File: config.mk
export PLATFORM = sky130hd
export DESIGN_NAME = text_cursor_sequencer
export DESIGN_NICKNAME = d
export VERILOG_FILES = /design/src/rtl/text_pkg.sv /design/src/rtl/char_fifo.sv /design/src/rtl/text_cursor_sequencer.sv
export SDC_FILE = /design/constraint.sdc
export NUM_CORES = 1
export LEC_CHECK = 0
export BUFFER_PORTS_ARGS = -buffer_cell sky130_fd_sc_hd__buf_4
export CORE_MARGIN = 2
export CORE_UTILIZATION = 65
export CTS_BUF_LIST = sky130_fd_sc_hd__clkbuf_2 sky130_fd_sc_hd__clkbuf_4 sky130_fd_sc_hd__clkbuf_8
export DETAILED_ROUTE_END_ITERATION = 8
export PLACE_DENSITY = 0.87
export REMOVE_ABC_BUFFERS = 1
export SKIP_LAST_GASP = 1
export SYNTH_ARGS = -nofsm -noshare
export SYNTH_HDL_FRONTEND = slang
export SYNTH_SLANG_ARGS = --single-unit
File: constraint.sdc
create_clock -name clk -period 4.9 [get_ports clk]
set_input_delay 0.735 -clock clk [delete_from_list [all_inputs] [get_ports clk]]
set_output_delay 0.735 -clock clk [all_outputs]
set_load 0.02 [all_outputs]
File: src/rtl/text_pkg.sv
// Shared constants and types for the text cursor sequencer: character code map,
// glyph/screen geometry and the slot FSM state encoding.
package text_pkg;

    localparam int CODE_W = 6;

    localparam logic [CODE_W-1:0] LET_MAX_GLYPH = 6'd37;
    localparam logic [CODE_W-1:0] LET_BLANK     = 6'd38;
    localparam logic [CODE_W-1:0] CODE_NL       = 6'd39;
    localparam logic [CODE_W-1:0] CODE_HOME     = 6'd40;

    localparam int GLYPH_W  = 7;
    localparam int GLYPH_H  = 10;
    localparam int SCREEN_W = 640;
    localparam int SCREEN_H = 480;

    typedef enum logic {
        ST_IDLE = 1'b0,
        ST_DRAW = 1'b1
    } seq_state_e;

    // Row advance with wrap back to the top of the screen.
    function automatic logic [5:0] next_row(input logic [5:0] row, input logic [5:0] row_last);
        logic [5:0] nxt;
        if (row == row_last) begin
            nxt = 6'd0;
        end else begin
            nxt = row + 6'd1;
        end
        return nxt;
    endfunction

endpackage

File: src/rtl/char_fifo.sv
// Synchronous character FIFO; pointers carry an extra MSB so full and empty
// are distinguished without a separate count register.
module char_fifo
    import text_pkg::*;
#(
    parameter int DEPTH = 8,
    parameter int AW    = $clog2(DEPTH)
) (
    input  logic              clk,
    input  logic              rst_n,
    input  logic              i_wr_en,
    input  logic [CODE_W-1:0] i_wr_data,
    input  logic              i_rd_en,
    output logic [CODE_W-1:0] o_rd_data,
    output logic              o_full,
    output logic              o_empty,
    output logic [AW:0]       o_level
);

    logic [CODE_W-1:0] r_mem [DEPTH];
    logic [AW:0]       r_wr_ptr;
    logic [AW:0]       r_rd_ptr;
    logic              w_wr;
    logic              w_rd;

    assign o_level   = r_wr_ptr - r_rd_ptr;
    assign o_full    = (o_level == (AW+1)'(DEPTH));
    assign o_empty   = (r_wr_ptr == r_rd_ptr);
    assign o_rd_data = r_mem[r_rd_ptr[AW-1:0]];
    assign w_wr      = i_wr_en && !o_full;
    assign w_rd      = i_rd_en && !o_empty;

    // Storage and pointer update; reset clears contents as well as pointers.
    always_ff @(posedge clk or negedge rst_n) begin
        if (!rst_n) begin
            r_wr_ptr <= '0;
            r_rd_ptr <= '0;
            for (int i = 0; i < DEPTH; i++) begin
                r_mem[i] <= '0;
            end
        end else begin
            if (w_wr) begin
                r_mem[r_wr_ptr[AW-1:0]] <= i_wr_data;
                r_wr_ptr <= r_wr_ptr + {{AW{1'b0}}, 1'b1};
            end
            if (w_rd) begin
                r_rd_ptr <= r_rd_ptr + {{AW{1'b0}}, 1'b1};
            end
        end
    end

endmodule

File: src/rtl/text_cursor_sequencer.sv
// Feeds the letter writer one character per let_done slot, tracking the text
// cursor with column/row wrap plus newline and home control codes.
module text_cursor_sequencer
    import text_pkg::*;
#(
    parameter int FIFO_DEPTH = 8,
    parameter int PITCH_X    = 8,
    parameter int PITCH_Y    = 12,
    parameter int COLS       = 80,
    parameter int ROWS       = 40
) (
    input  logic              clk,
    input  logic              rst_n,
    input  logic [CODE_W-1:0] i_code,
    input  logic              i_valid,
    output logic              o_ready,
    input  logic              i_let_done,
    output logic [CODE_W-1:0] o_let,
    output logic [9:0]        o_x_pos,
    output logic [8:0]        o_y_pos,
    output logic [6:0]        o_cursor_col,
    output logic [5:0]        o_cursor_row,
    output logic [3:0]        o_fifo_level,
    output logic              o_bad_code
);

    localparam int AW = $clog2(FIFO_DEPTH);
    localparam logic [6:0] COL_LAST = 7'(COLS - 1);
    localparam logic [5:0] ROW_LAST = 6'(ROWS - 1);

    logic              r_s1, r_s2, r_s3;
    logic [CODE_W-1:0] r_let;
    logic [9:0]        r_x;
    logic [8:0]        r_y;
    logic [6:0]        r_col;
    logic [5:0]        r_row;
    logic              r_bad;
    seq_state_e        r_state;

    logic              w_bnd;
    logic              w_pop;
    logic              w_full;
    logic              w_empty;
    logic [AW:0]       w_level;
    logic [CODE_W-1:0] w_rd_code;
    logic [CODE_W-1:0] w_let_nxt;
    logic [6:0]        w_col_nxt;
    logic [5:0]        w_row_nxt;
    logic              w_bad_nxt;
    seq_state_e        w_state_nxt;

    char_fifo #(.DEPTH(FIFO_DEPTH)) u_fifo (
        .clk       (clk),
        .rst_n     (rst_n),
        .i_wr_en   (i_valid && !w_full),
        .i_wr_data (i_code),
        .i_rd_en   (w_pop),
        .o_rd_data (w_rd_code),
        .o_full    (w_full),
        .o_empty   (w_empty),
        .o_level   (w_level)
    );

    assign w_bnd        = r_s2 && !r_s3;
    assign w_pop        = w_bnd && !w_empty;
    assign o_ready      = !w_full;
    assign o_fifo_level = 4'(w_level);
    assign o_let        = r_let;
    assign o_x_pos      = r_x;
    assign o_y_pos      = r_y;
    assign o_cursor_col = r_col;
    assign o_cursor_row = r_row;
    assign o_bad_code   = r_bad;

    // Decode the popped entry into the next letter and cursor position.
    always_comb begin
        w_let_nxt = LET_BLANK;
        w_col_nxt = r_col;
        w_row_nxt = r_row;
        w_bad_nxt = 1'b0;
        if (w_pop) begin
            if (w_rd_code <= LET_BLANK) begin
                w_let_nxt = w_rd_code;
                if (r_col < COL_LAST) begin
                    w_col_nxt = r_col + 7'd1;
                end else begin
                    w_col_nxt = 7'd0;
                    w_row_nxt = next_row(r_row, ROW_LAST);
                end
            end else if (w_rd_code == CODE_NL) begin
                w_col_nxt = 7'd0;
                w_row_nxt = next_row(r_row, ROW_LAST);
            end else if (w_rd_code == CODE_HOME) begin
                w_col_nxt = 7'd0;
                w_row_nxt = 6'd0;
            end else begin
                w_bad_nxt = 1'b1;
            end
        end else begin
            w_let_nxt = LET_BLANK;
        end
    end

    // Slot FSM next state: debug visibility of whether the slot holds a pop.
    always_comb begin
        w_state_nxt = r_state;
        if (w_bnd) begin
            w_state_nxt = w_pop ? ST_DRAW : ST_IDLE;
        end else begin
            w_state_nxt = r_state;
        end
    end

    // let_done synchronizer plus edge-detect delay stage.
    always_ff @(posedge clk or negedge rst_n) begin
        if (!rst_n) begin
            r_s1 <= 1'b0;
            r_s2 <= 1'b0;
            r_s3 <= 1'b0;
        end else begin
            r_s1 <= i_let_done;
            r_s2 <= r_s1;
            r_s3 <= r_s2;
        end
    end

    // Slot registers: only a boundary loads them; bad_code lasts one cycle.
    always_ff @(posedge clk or negedge rst_n) begin
        if (!rst_n) begin
            r_let   <= LET_BLANK;
            r_x     <= 10'd0;
            r_y     <= 9'd0;
            r_col   <= 7'd0;
            r_row   <= 6'd0;
            r_bad   <= 1'b0;
            r_state <= ST_IDLE;
        end else if (w_bnd) begin
            r_let   <= w_let_nxt;
            r_x     <= 10'(r_col * PITCH_X);
            r_y     <= 9'(r_row * PITCH_Y);
            r_col   <= w_col_nxt;
            r_row   <= w_row_nxt;
            r_bad   <= w_bad_nxt;
            r_state <= w_state_nxt;
        end else begin
            r_bad   <= 1'b0;
        end
    end

endmodule
==> flow_summary.toml <==
[synth]
synthArstFlopShare = 1.00
synth_cell_types = 57
synth_area_leader_cell = "dfrtp_1"
synth_top_area_frac = 0.479
synthAdderAreaFrac = 0.0432
yosysSeqAreaShare = 0.496
synth.ff_latch_count = 93
ys_warn_count = 0
synthCells = 392
synth-compound-area-share = 0.0669
synth_common_cells = "dfrtp_1, nand2_1, mux2_2"
synth_mux_area_frac = 0.208
synthXorXnorAreaFrac = 0.0224
syn_area_sq_um = 4700
synth-simple-area-share = 0.124
synth_edf_count = 0
synthTopCellsByArea = "dfrtp_1, mux2_2, nand2_1"
synthMostInstantiatedCell = "dfrtp_1"
yosys_most_used_dff = "dfrtp_1"
syn_area_per_cell_sq_um = 12.0
synth_top_family_by_area = "multiplexers"

[critical_path]
endpoint_kind = "output port"
critPathArrivalTime_ns = 2.80
start_kind = "register"
path_cells = "inv_1 -> ha_1 -> nor2b_1 -> o21ai_0 -> a21oi_1 -> or3_1 -> buf_4"
slowest_delay_ns = 0.76
cp_slowest_cell = "dfrtp_1"
crit_type = "reg -> out"
cp_max_fo = 17
required_ns = 4.16

[routing]
dr.first_iter.drc_count = 152
ant_nets = 0
routed_wl_mm = 9.49
wl_per_cell_um = 17.6
via_count = 3155
drc = 0
vias_per_cell = 5.85
first_pass_iters = 4

[cts]
ctsRootBufferMaster = "clkbuf_8"
htree_levels = 3
clk_pin_slew_worst_paths_ns = 0.09
cts_tree = "yes"
clock_path_buffers = 2
cts.repair.resized = 0
cts_made_buffers = 9
cts_sinks = 93
ctsHoldBuffers = 0
post_cts_buffers = 0
worstSkewPairLatency_ns = 0.35

[global_routing]
grt_pass1_wl_mm = 15.0
grt-ovfl-total = 0
grt_pass1_vias = 3028
grt_max_degree = 60
grtUsageTotal = 0.252
antenna_found_initial = 0

[floorplanning]
num_rows = 30
fp.dieH_um = 89.0
ios = 54
dieArea_sq_um = 7920
initial_core_util = 0.680
core_sq_um = 6910
die_width_um = 89.0

[timing]
grt_setup_unrepaired = "no"
worst_pin_slew_ns = 0.950
fin_crit_sh = 0.722
fmax_ghz = 0.283
hold_viol = 0
worst_slack_ns = 1.36
setup_viol = 0
fin_crit_ns = 3.54
slew_headroom = 0.367
slew_viol_final = 0
finalClockSkew_ns = 0.00968
setup_tns_ns = 0

[layout]
nets = 463
drive_above_1_share = 0.300
multi_input_area_sq_um = 2200
fillCellCount = 460
syn_to_final_growth_pct = 12.6
register_area_sq_um = 2330
antenna_cells = 0

[placement]
gp_congestion = 0.925
port-buffer-count = 48
place_ws_ns = 1.43
dpl.hpwl_mm = 6.60

[worst_hold_path]
hold_class = "in -> async"

[flow_run]
maxCapViolCount = 0

[power]
leakage_nw = 2.43
ir_drop_mv = 0.405
power_per_cell_area_nw_per_um2 = 765

[outcome]
outcome = "finished, final reports clean"
[report_power, final]
group / switching [mW] / internal [mW]
registers: 0.327 / 1.12
clock network: 0.260 / 0.241
logic: 1.08 / 1.02
total: 1.67 / 2.38
[layout make-up]
cell class	count	share of cell area
flip-flops and latches	93	0.441
repair buffers	51	0.0724
inverters	16	0.0114
well taps	96	0.0227
clock buffers	10	0.0248
multi-input cells	267	0.416
clock inverters	6	0.0121
[cells by family after synthesis]
logic type                 Yosys count
and+or+nand+nor                    116
buffers and inverters               36
adders and majority gates           15
xor gates and xnor gates            12
DFF                                 93
muxes                               73
other                                1
AOI/OAI and AO/OA                   46
[layout by cell type, fill, tap and decap left out, types with 3 or more instances in the layout]
cell type | Yosys | layout
mux4_1 | 7 | 7
buf_4 | 6 | 51
o211ai_1 | 3 | 3
xor2_1 | 3 | 3
inv_1 | 14 | 14
nor3_1 | 4 | 4
ha_1 | 13 | 13
dfstp_2 | 3 | 3
nand3_1 | 13 | 13
conb_1 | 1 | 5
nor2_1 | 24 | 24
o21ai_0 | 15 | 14
dfrtp_1 | 90 | 90
xnor2_1 | 9 | 9
o21bai_1 | 3 | 3
clkbuf_8 | 0 | 9
nor2b_1 | 4 | 4
nand2_1 | 50 | 50
mux2i_1 | 10 | 10
and4_1 | 3 | 3
mux4_2 | 5 | 5
a21oi_1 | 7 | 7
mux2_2 | 49 | 49
a221o_1 | 4 | 4
[metal layers]
metal | GRT usage | wire [um]
met1 | 0.330 | 4050
met2 | 0.421 | 4760
met3 | 0.0545 | 470
met4 | 0.0896 | 206
met5 | 0 | 0
[final timing paths]
kind / start / to / slack, ns / cells after the start
max in group asynchronous: rst_n / u_fifo.r_mem[45]$_DFFE_PN0P_ / 3.49 / 2
min: rst_n / o_cursor_row[3]$_DFFE_PN0P_ / 0.32 / 1
max: u_fifo.r_rd_ptr[1]$_DFFE_PN0P_ / o_ready / 1.36 / 7
min in group clk: r_s1$_DFF_PN0_ / r_s2$_DFF_PN0_ / 0.36 / 0
min reg2reg: r_s1$_DFF_PN0_ / r_s2$_DFF_PN0_ / 0.36 / 0
max reg2reg: u_fifo.r_rd_ptr[1]$_DFFE_PN0P_ / u_fifo.r_mem[27]$_DFFE_PN0P_ / 1.38 / 8
[flip-flops by register name, indices dropped and copies added (netlist names)]
register / cells
o_y_pos: 7
r_s3: 1
u_fifo.r_rd_ptr: 4
r_s1: 1
o_cursor_row: 6
u_fifo.r_wr_ptr: 4
o_x_pos: 7
u_fifo.r_mem: 48
r_s2: 1
o_bad_code: 1
o_let: 6
o_cursor_col: 7
[per-stage QoR]
| stage | cell area (sq um) | power (mW) | cells | hold slack, ns | util |
|---|---|---|---|---|---|
| 6_report | 5290 | 4.04 | 539 | 0.317 | 0.766 |
| 5_1_grt | 5290 | 4.31 | 539 | 0.336 | 0.766 |
| 4_1_cts | 5290 | 4.04 | 539 | 0.325 | 0.766 |
| 3_5_place_dp | 5090 | 3.53 | 523 | 0.336 | 0.737 |
| 3_3_place_gp | 5090 | 3.43 | 523 | 0.338 | 0.737 |
| 2_1_floorplan | 4590 | 2.87 | 376 | 0.331 | - |
[critical path: cells and delay by family, from the launching register on]
family / cells / cell delay, ns
compound gates: 2 / 0.37
buf+inv: 2 / 0.40
flops: 1 / 0.76
simple gates: 2 / 0.55
fa+ha+maj: 1 / 0.36
(Power assumes the default switching activity.)
